[src/rtl/seg7_scan_rx.sv]
`default_nettype none
// ============================================================================
//  Module      : seg7_scan_rx
//  Description : Receive-side monitor for a two-digit multiplexed 7-segment
//                display bus. Filters scan transitions with a run-length
//                stability check, reverse-decodes each stable segment pattern
//                to its hex value and holds one result register per digit.
//  Revision    : 1.0  initial release
// ----------------------------------------------------------------------------
//  Parameters
//    STABLE        consecutive identical samples needed to commit (1..255)
//  Ports
//    clk           system clock, rising edge
//    rst           synchronous active-high reset
//    scan_select   [1:0] active-low digit enables (10=dig0, 01=dig1,
//                  11=idle, 00=conflict)
//    seg7          [7:0] segment lines, bit7=dp, bits6..0=a..g
//    err_clr       pulse, clears dig_bad and sel_conflict
//    dig0_num      [3:0] last committed hex value of digit 0
//    dig1_num      [3:0] last committed hex value of digit 1
//    dig_vld       [1:0] last commit per digit was a legal glyph
//    dig_dp        [1:0] dp captured at last commit per digit
//    dig_upd       [1:0] one-cycle pulse on each commit
//    dig_bad       [1:0] sticky, illegal pattern committed
//    sel_conflict  sticky, scan_select==00 sampled
// ============================================================================
module seg7_scan_rx #(
    parameter int STABLE = 4
) (
    input  logic       clk,
    input  logic       rst,
    input  logic [1:0] scan_select,
    input  logic [7:0] seg7,
    input  logic       err_clr,
    output logic [3:0] dig0_num,
    output logic [3:0] dig1_num,
    output logic [1:0] dig_vld,
    output logic [1:0] dig_dp,
    output logic [1:0] dig_upd,
    output logic [1:0] dig_bad,
    output logic       sel_conflict
);

    localparam logic [7:0] c_stable   = 8'(STABLE);
    localparam logic [1:0] c_sel_dig0 = 2'b10;
    localparam logic [1:0] c_sel_dig1 = 2'b01;
    localparam logic [1:0] c_sel_none = 2'b11;
    localparam logic [1:0] c_sel_bad  = 2'b00;

    // Returns {legal, blank, value}; dp is deliberately excluded.
    function automatic logic [5:0] f_decode(input logic [6:0] pat);
        logic [5:0] res;
        res = 6'b00_0000;
        case (pat)
            7'h7E: res = {2'b10, 4'h0};
            7'h30: res = {2'b10, 4'h1};
            7'h6D: res = {2'b10, 4'h2};
            7'h79: res = {2'b10, 4'h3};
            7'h33: res = {2'b10, 4'h4};
            7'h5B: res = {2'b10, 4'h5};
            7'h5F: res = {2'b10, 4'h6};
            7'h70: res = {2'b10, 4'h7};
            7'h7F: res = {2'b10, 4'h8};
            7'h7B: res = {2'b10, 4'h9};
            7'h77: res = {2'b10, 4'hA};
            7'h1F: res = {2'b10, 4'hB};
            7'h4E: res = {2'b10, 4'hC};
            7'h3D: res = {2'b10, 4'hD};
            7'h4F: res = {2'b10, 4'hE};
            7'h47: res = {2'b10, 4'hF};
            7'h00: res = {2'b01, 4'h0};
            default: res = 6'b00_0000;
        endcase
        return res;
    endfunction

    logic [1:0] r_last_sel;
    logic [7:0] r_last_pat;
    logic [7:0] r_cnt;

    logic       w_sel_ok;
    logic       w_same;
    logic       w_commit;
    logic       w_dig;
    logic [7:0] w_cnt_nxt;
    logic [5:0] w_dec;
    logic [1:0] w_bad_set;
    logic       w_conf_set;

    always_comb begin
        w_sel_ok   = (scan_select == c_sel_dig0) || (scan_select == c_sel_dig1);
        w_same     = (scan_select == r_last_sel) && (seg7 == r_last_pat);
        w_dig      = (scan_select == c_sel_dig1);
        w_dec      = f_decode(seg7[6:0]);
        w_conf_set = (scan_select == c_sel_bad);
        w_cnt_nxt  = 8'd0;
        w_commit   = 1'b0;
        if (w_sel_ok) begin
            if (w_same) begin
                // Saturated count means this run already committed.
                w_cnt_nxt = (r_cnt == c_stable) ? r_cnt : r_cnt + 8'd1;
                w_commit  = (r_cnt != c_stable) && ((r_cnt + 8'd1) == c_stable);
            end else begin
                w_cnt_nxt = 8'd1;
                w_commit  = (c_stable == 8'd1);
            end
        end
        w_bad_set = 2'b00;
        if (w_commit && !w_dec[5] && !w_dec[4]) begin
            w_bad_set = w_dig ? 2'b10 : 2'b01;
        end
    end

    always_ff @(posedge clk) begin
        if (rst) begin
            r_last_sel   <= c_sel_none;
            r_last_pat   <= 8'h00;
            r_cnt        <= 8'd0;
            dig0_num     <= 4'h0;
            dig1_num     <= 4'h0;
            dig_vld      <= 2'b00;
            dig_dp       <= 2'b00;
            dig_upd      <= 2'b00;
            dig_bad      <= 2'b00;
            sel_conflict <= 1'b0;
        end else begin
            r_cnt   <= w_cnt_nxt;
            dig_upd <= 2'b00;
            if (w_sel_ok && !w_same) begin
                r_last_sel <= scan_select;
                r_last_pat <= seg7;
            end
            if (w_commit) begin
                dig_upd[w_dig] <= 1'b1;
                dig_dp[w_dig]  <= seg7[7];
                dig_vld[w_dig] <= w_dec[5];
                if (w_dec[5]) begin
                    if (w_dig) begin
                        dig1_num <= w_dec[3:0];
                    end else begin
                        dig0_num <= w_dec[3:0];
                    end
                end
            end
            // A set event in the same cycle as err_clr wins.
            dig_bad      <= (dig_bad & ~{2{err_clr}}) | w_bad_set;
            sel_conflict <= (sel_conflict & ~err_clr) | w_conf_set;
        end
    end

endmodule
`default_nettype wire

[config.mk]
export PLATFORM = sky130hd
export DESIGN_NAME = seg7_scan_rx
export DESIGN_NICKNAME = d
export VERILOG_FILES = /design/src/rtl/seg7_scan_rx.sv
export SDC_FILE = /design/constraint.sdc
export NUM_CORES = 1
export LEC_CHECK = 0
export CAP_MARGIN = 20
export CELL_PAD_IN_SITES_DETAIL_PLACEMENT = 0
export CELL_PAD_IN_SITES_GLOBAL_PLACEMENT = 2
export CORE_MARGIN = 2
export CORE_UTILIZATION = 30
export DETAILED_ROUTE_END_ITERATION = 8
export DONT_BUFFER_PORTS = 1
export HOLD_SLACK_MARGIN = 0.06
export MAX_ROUTING_LAYER = met4
export PLACE_DENSITY = 0.64
export SYNTH_ARGS = -nofsm -noshare
export SYNTH_HDL_FRONTEND = slang
export SYNTH_SLANG_ARGS = --single-unit
[constraint.sdc]
create_clock -name clk -period 5.3 [get_ports clk]
set_input_delay 0.53 -clock clk [delete_from_list [all_inputs] [get_ports clk]]
set_output_delay 0.53 -clock clk [all_outputs]
set_load 0.02 [all_outputs]
# Yosys cells after proc, flatten, opt, wreduce, memory -nomap -nowiden
# Cells that the tools add are included.
# totals
output_inout_bits	17
register_bits	35
# op_classes
n_mux	11
n_reduce_logical	17
n_lt_le_gt_ge	2
add_sub_neg	1
bitwise	10
n_eq_ne	24
# op_table
cell	n
6-bit one-hot mux with 17 select lines	1
7-bit == test, second input constant	12
7-bit by 6-bit == test with 1-bit output, second input constant	3
8-bit by 3-bit == test with 1-bit output, second input constant	2
8-bit by 1-bit adder with 8-bit output, second input constant	1
8-bit == test	1
8-bit by 3-bit inequality test with 1-bit output, second input constant	1
7-bit by 5-bit == test with 1-bit output, second input constant	1
7-bit zero test	1
1-bit logical AND	6
3-bit AND reduction	2
1-bit 2-to-1 mux	5
1-bit inverter	5
2-bit bitwise mux	2
2-bit 2-to-1 mux	2
2-bit OR reduction	2
1-bit zero test	3
3-bit OR reduction	1
2-bit AND	1
2-bit by 1-bit == test with 1-bit output, second input constant	1
2-bit == test	1
2-bit == test, second input constant	1
2-bit zero test	1
1-bit by 2-bit less-than comparator with 1-bit output, second input constant	1
other kinds (8)	8

# Longest topological paths before layout
# logic_depth
depth_word	9
ltp_mapped	8
depth_no_buf	8

# Worst setup path before layout
# No wires, ideal clock.
# synth_path
path_kind	input -> register
startpoint	input seg7[3]
endpoint	register dig0_num[0]
setup_slack_ps	3124
path_buffers	1
path_stages	7
arrival_time_ps	2051
required_ps	5175
cell_sequence	buf_6 > xor2_2 > nor4_2 > nand4_2 > or4b_4 > o21bai_4 > mux2i_1
# synth_between
elab_chain_cells	5
word_cells_on_any_way	23
# synth_rtl
element	line	rtl
start, declared	33	input logic [7:0] seg7,
8-bit == test	92	w_same = (scan_select == r_last_sel) && (seg7 == r_last_pat);
1-bit logical AND	92	
1-bit 2-to-1 mux	99	if (w_same) begin
1-bit 2-to-1 mux	98	if (w_sel_ok) begin
3-bit AND reduction (no line)	--	
end signal, assigned	141	dig0_num <= w_dec[3:0];
end, declared	35	output logic [3:0] dig0_num,
# Parallel ways exist; a longest one is shown, timed or not.
# A chain may end at the register's enable or synchronous reset.

# Worst setup path after layout
# layout_path
startpoint	input scan_select[1]
endpoint	register dig0_num[1]
# layout_between
elab_chain_cells	5
word_cells_on_any_way	9
# layout_rtl
element	line	rtl
start, declared	32	input logic [1:0] scan_select,
2-bit == test	92	
1-bit logical AND	92	
1-bit 2-to-1 mux	99	
1-bit 2-to-1 mux	98	
3-bit AND reduction (no line) (*)	--	
# Every way passes the cells marked *; elsewhere a longest branch is shown, timed or not.

==> metrics <==
vias in the first global route=1,567; Synth area leader=dfxtp_1; initial antenna violation count=0; Post-synth EDFFs=0; Setup Total Neg Slack=0 ns; setup ws final=2.92 ns; Critical Path RT=5.47 ns; Worst EP arrival=2.55 ns; Worst-Margin Slew=0.635 ns; dominant synthesized flop cell=dfxtp_1; final RePlAce weighted congestion=0.727; Fillers=731; Layout Nets=247; CTS H-Tree Depth=2; gr usage total=14.2%; fin. max-slew vios=0; clock skew=0.00496 ns; r2r endpoint=dig0_num[1]; Vias/cell=5.02; register area share after synthesis=34.2%; TritonCTS buffer count=5; mean area per synthesized cell=8.65 µm²; Synth Register Bits=35; Ys Warns=0; Final Hold Viols=0; leading post-synthesis cells by cell area=dfxtp_1 (34%), mux2i_1 (10%), nand2_1 (5.1%); Starting Density=30.5%; fmax=420 MHz; clk_lat worst skew=0.28 ns; CP Capture Type=register; TritonCTS clock tree=built; CP Max Fanout=13; outcome=finished clean; largest net degree at the start of global routing=22; RSZ-0062 raised after global routing=no; ant diodes=0; clock root cell=clkbuf_8; Worst Setup Start Kind=input pin; die area=0.00751 mm²; Clock transition at path regs=0.07 ns; first-pass GRT wire length=7.99 mm; DR WL/cell=15.6 µm; GRT overflow=0; detailed router's first-iteration violation count=43; min cycle time layout=2.38 ns; worst setup path class=input pin to register; Slew headroom=57.7%; detailed-route via count=1,551; path depth of the worst reg2reg path=7; worst setup path endpoint=dig0_num[1]; Core Box Area=0.00672 mm²; Ports=30; reg-to-reg setup timing slack=3.07 ns; Distinct cells, synth=52; layout cells sized above 1=7.86%; Hold Path Class=input pin to register; die span in x=86.7 µm; total leakage power=0.881 nW; post-DP HPWL=3.51 mm; max_cap viols=0; Worst VDD drop=0.0754 mV; input/output buffers=0; Area growth, synth to finish=5.62%; detailed-route DRC error count=0; Place WS=2.60 ns; Post-CTS Hold Fix Bufs=0; number of cell rows=30; routed wire length=4.81 mm; First-pass DRT Iterations=4; post-CTS setup buffer count=0; CTS Buffer Depth=2; fin crit share=44.9%; post-cts resize count=0; Routed Antenna Nets=0; worst setup path startpoint=scan_select[1]; Mapped Area=0.00205 mm²; Power Density=241 mW/mm²; Final setup violation count=0; Post-Synthesis Cells=237; CTS Sinks=35; share of the synthesized area in the top cell type=34.2%; Reg-to-Reg Start=r_cnt[0]; asr flop ratio synth=0%; total nets after synthesis=255; Die H=86.7 µm
-- per-stage QoR --
| step | total power [W] | hold WS [ns] | utilization, % | cell area [µm²] | instances |
|---|---|---|---|---|---|
| 3_3_place_gp | 0.000334 | 0.480 | 30.9 | 2080 | 302 |
| 2_1_floorplan | 0.000336 | 0.462 | - | 2050 | 237 |
| 3_5_place_dp | 0.000334 | 0.486 | 30.9 | 2080 | 302 |
| 4_1_cts | 0.000531 | 0.299 | 32.2 | 2160 | 309 |
| 6_report | 0.000521 | 0.310 | 32.2 | 2160 | 309 |
| 5_1_grt | 0.000551 | 0.293 | 32.2 | 2160 | 309 |
-- synth_stat cells, types with 2 or more instances --
cell / instances
and3_1: 3
xor2_1: 8
o31ai_1: 3
nand3_1: 6
dfxtp_1: 35
o21bai_4: 2
nand2_1: 28
buf_1: 3
clkbuf_1: 9
a21o_1: 2
xnor2_1: 7
xor2_2: 2
nor2_1: 28
inv_1: 8
or4b_4: 2
o21ai_0: 6
a21oi_1: 9
ha_1: 5
nor4bb_1: 2
nor3_1: 3
nor2b_1: 2
nand4_1: 7
buf_6: 2
a31oi_1: 2
mux2i_1: 21
and2_1: 5
and4_1: 2
-- worst max-delay path, stage by stage --
cell and delay [ns]:
inv_1 0.03, ha_1 0.69, nand2_1 0.10, nor2_1 0.11, nand4_1 0.17, or4b_4 0.56
o21bai_4 0.23, mux2i_1 0.13
-- cells in the final DEF (no fill, tap or decap), types with 3 or more instances in the layout --
master    synthesis  layout
and2_1            5       5
nand2_1          28      28
ha_1              5       5
o21ai_0           6       6
nor3_1            3       3
dfxtp_1          35      35
mux2i_1          21      21
o31ai_1           3       3
xnor2_1           7       7
clkbuf_8          0       6
inv_1             8       8
xor2_1            8       8
nand3_1           6       6
a21oi_1           9       9
nand4_1           7       7
and3_1            3       3
nor2_1           28      28
-- state kept, by name, indices dropped and copies added, names as in the netlist --
register      flops
dig0_num          4
dig1_num          4
dig_bad           2
dig_dp            2
dig_upd           2
dig_vld           2
r_cnt             8
r_last_pat        8
r_last_sel        2
sel_conflict      1
-- logic make-up after synthesis --
logic type	share of synthesized area (%)
mux	10.8
compound gates	11.7
simple gates	27.2
flops	34.2
fa+ha+maj	3.05
xor+xnor	8.00
buf+inv	5.01
-- how the worst min path moves through the flow --
stage	startpoint	to	slack [ns]	depth (start not counted)
global route	rst	dig_dp[0]	0.29	1
detailed placement	r_last_sel[1]	r_last_sel[1]	0.49	2
finish	rst	sel_conflict	0.31	1
floorplan	r_last_sel[1]	r_last_sel[1]	0.46	2
global placement	r_last_sel[1]	r_last_sel[1]	0.48	2
CTS	rst	sel_conflict	0.30	1
-- power by group --
part | switching [W] | internal (W) | leakage (nW)
clock | 0.0000925 | 0.000102 | 0.0470
sequential | 0.00000561 | 0.000270 | 0.284
combinational | 0.0000268 | 0.0000245 | 0.549
-- area by class of cell --
| type | count | area, µm² | share of cell area [%] |
|---|---|---|---|
| clock buffers | 6 | 82.6 | 3.82 |
| clock inverters | 1 | 5.00 | 0.231 |
| inverters | 8 | 30.0 | 1.39 |
| multi-input cells | 179 | 1250 | 57.6 |
| flip-flops and latches | 35 | 701 | 32.4 |
| well taps | 80 | 100 | 4.62 |
-- per-layer routing --
layer  wire length (µm)  share of wire, %  GRT usage (%)  vias to the layer above
li1                   -                 -              -                      801
met1               2490                52           19.3                      719
met2               2000                42           20.2                       25
met3                246               5.1           4.29                        6
met4                 72               1.5           4.69                        0
met5                  0                 0              -                        -
Power figures use the tool's default switching activity.
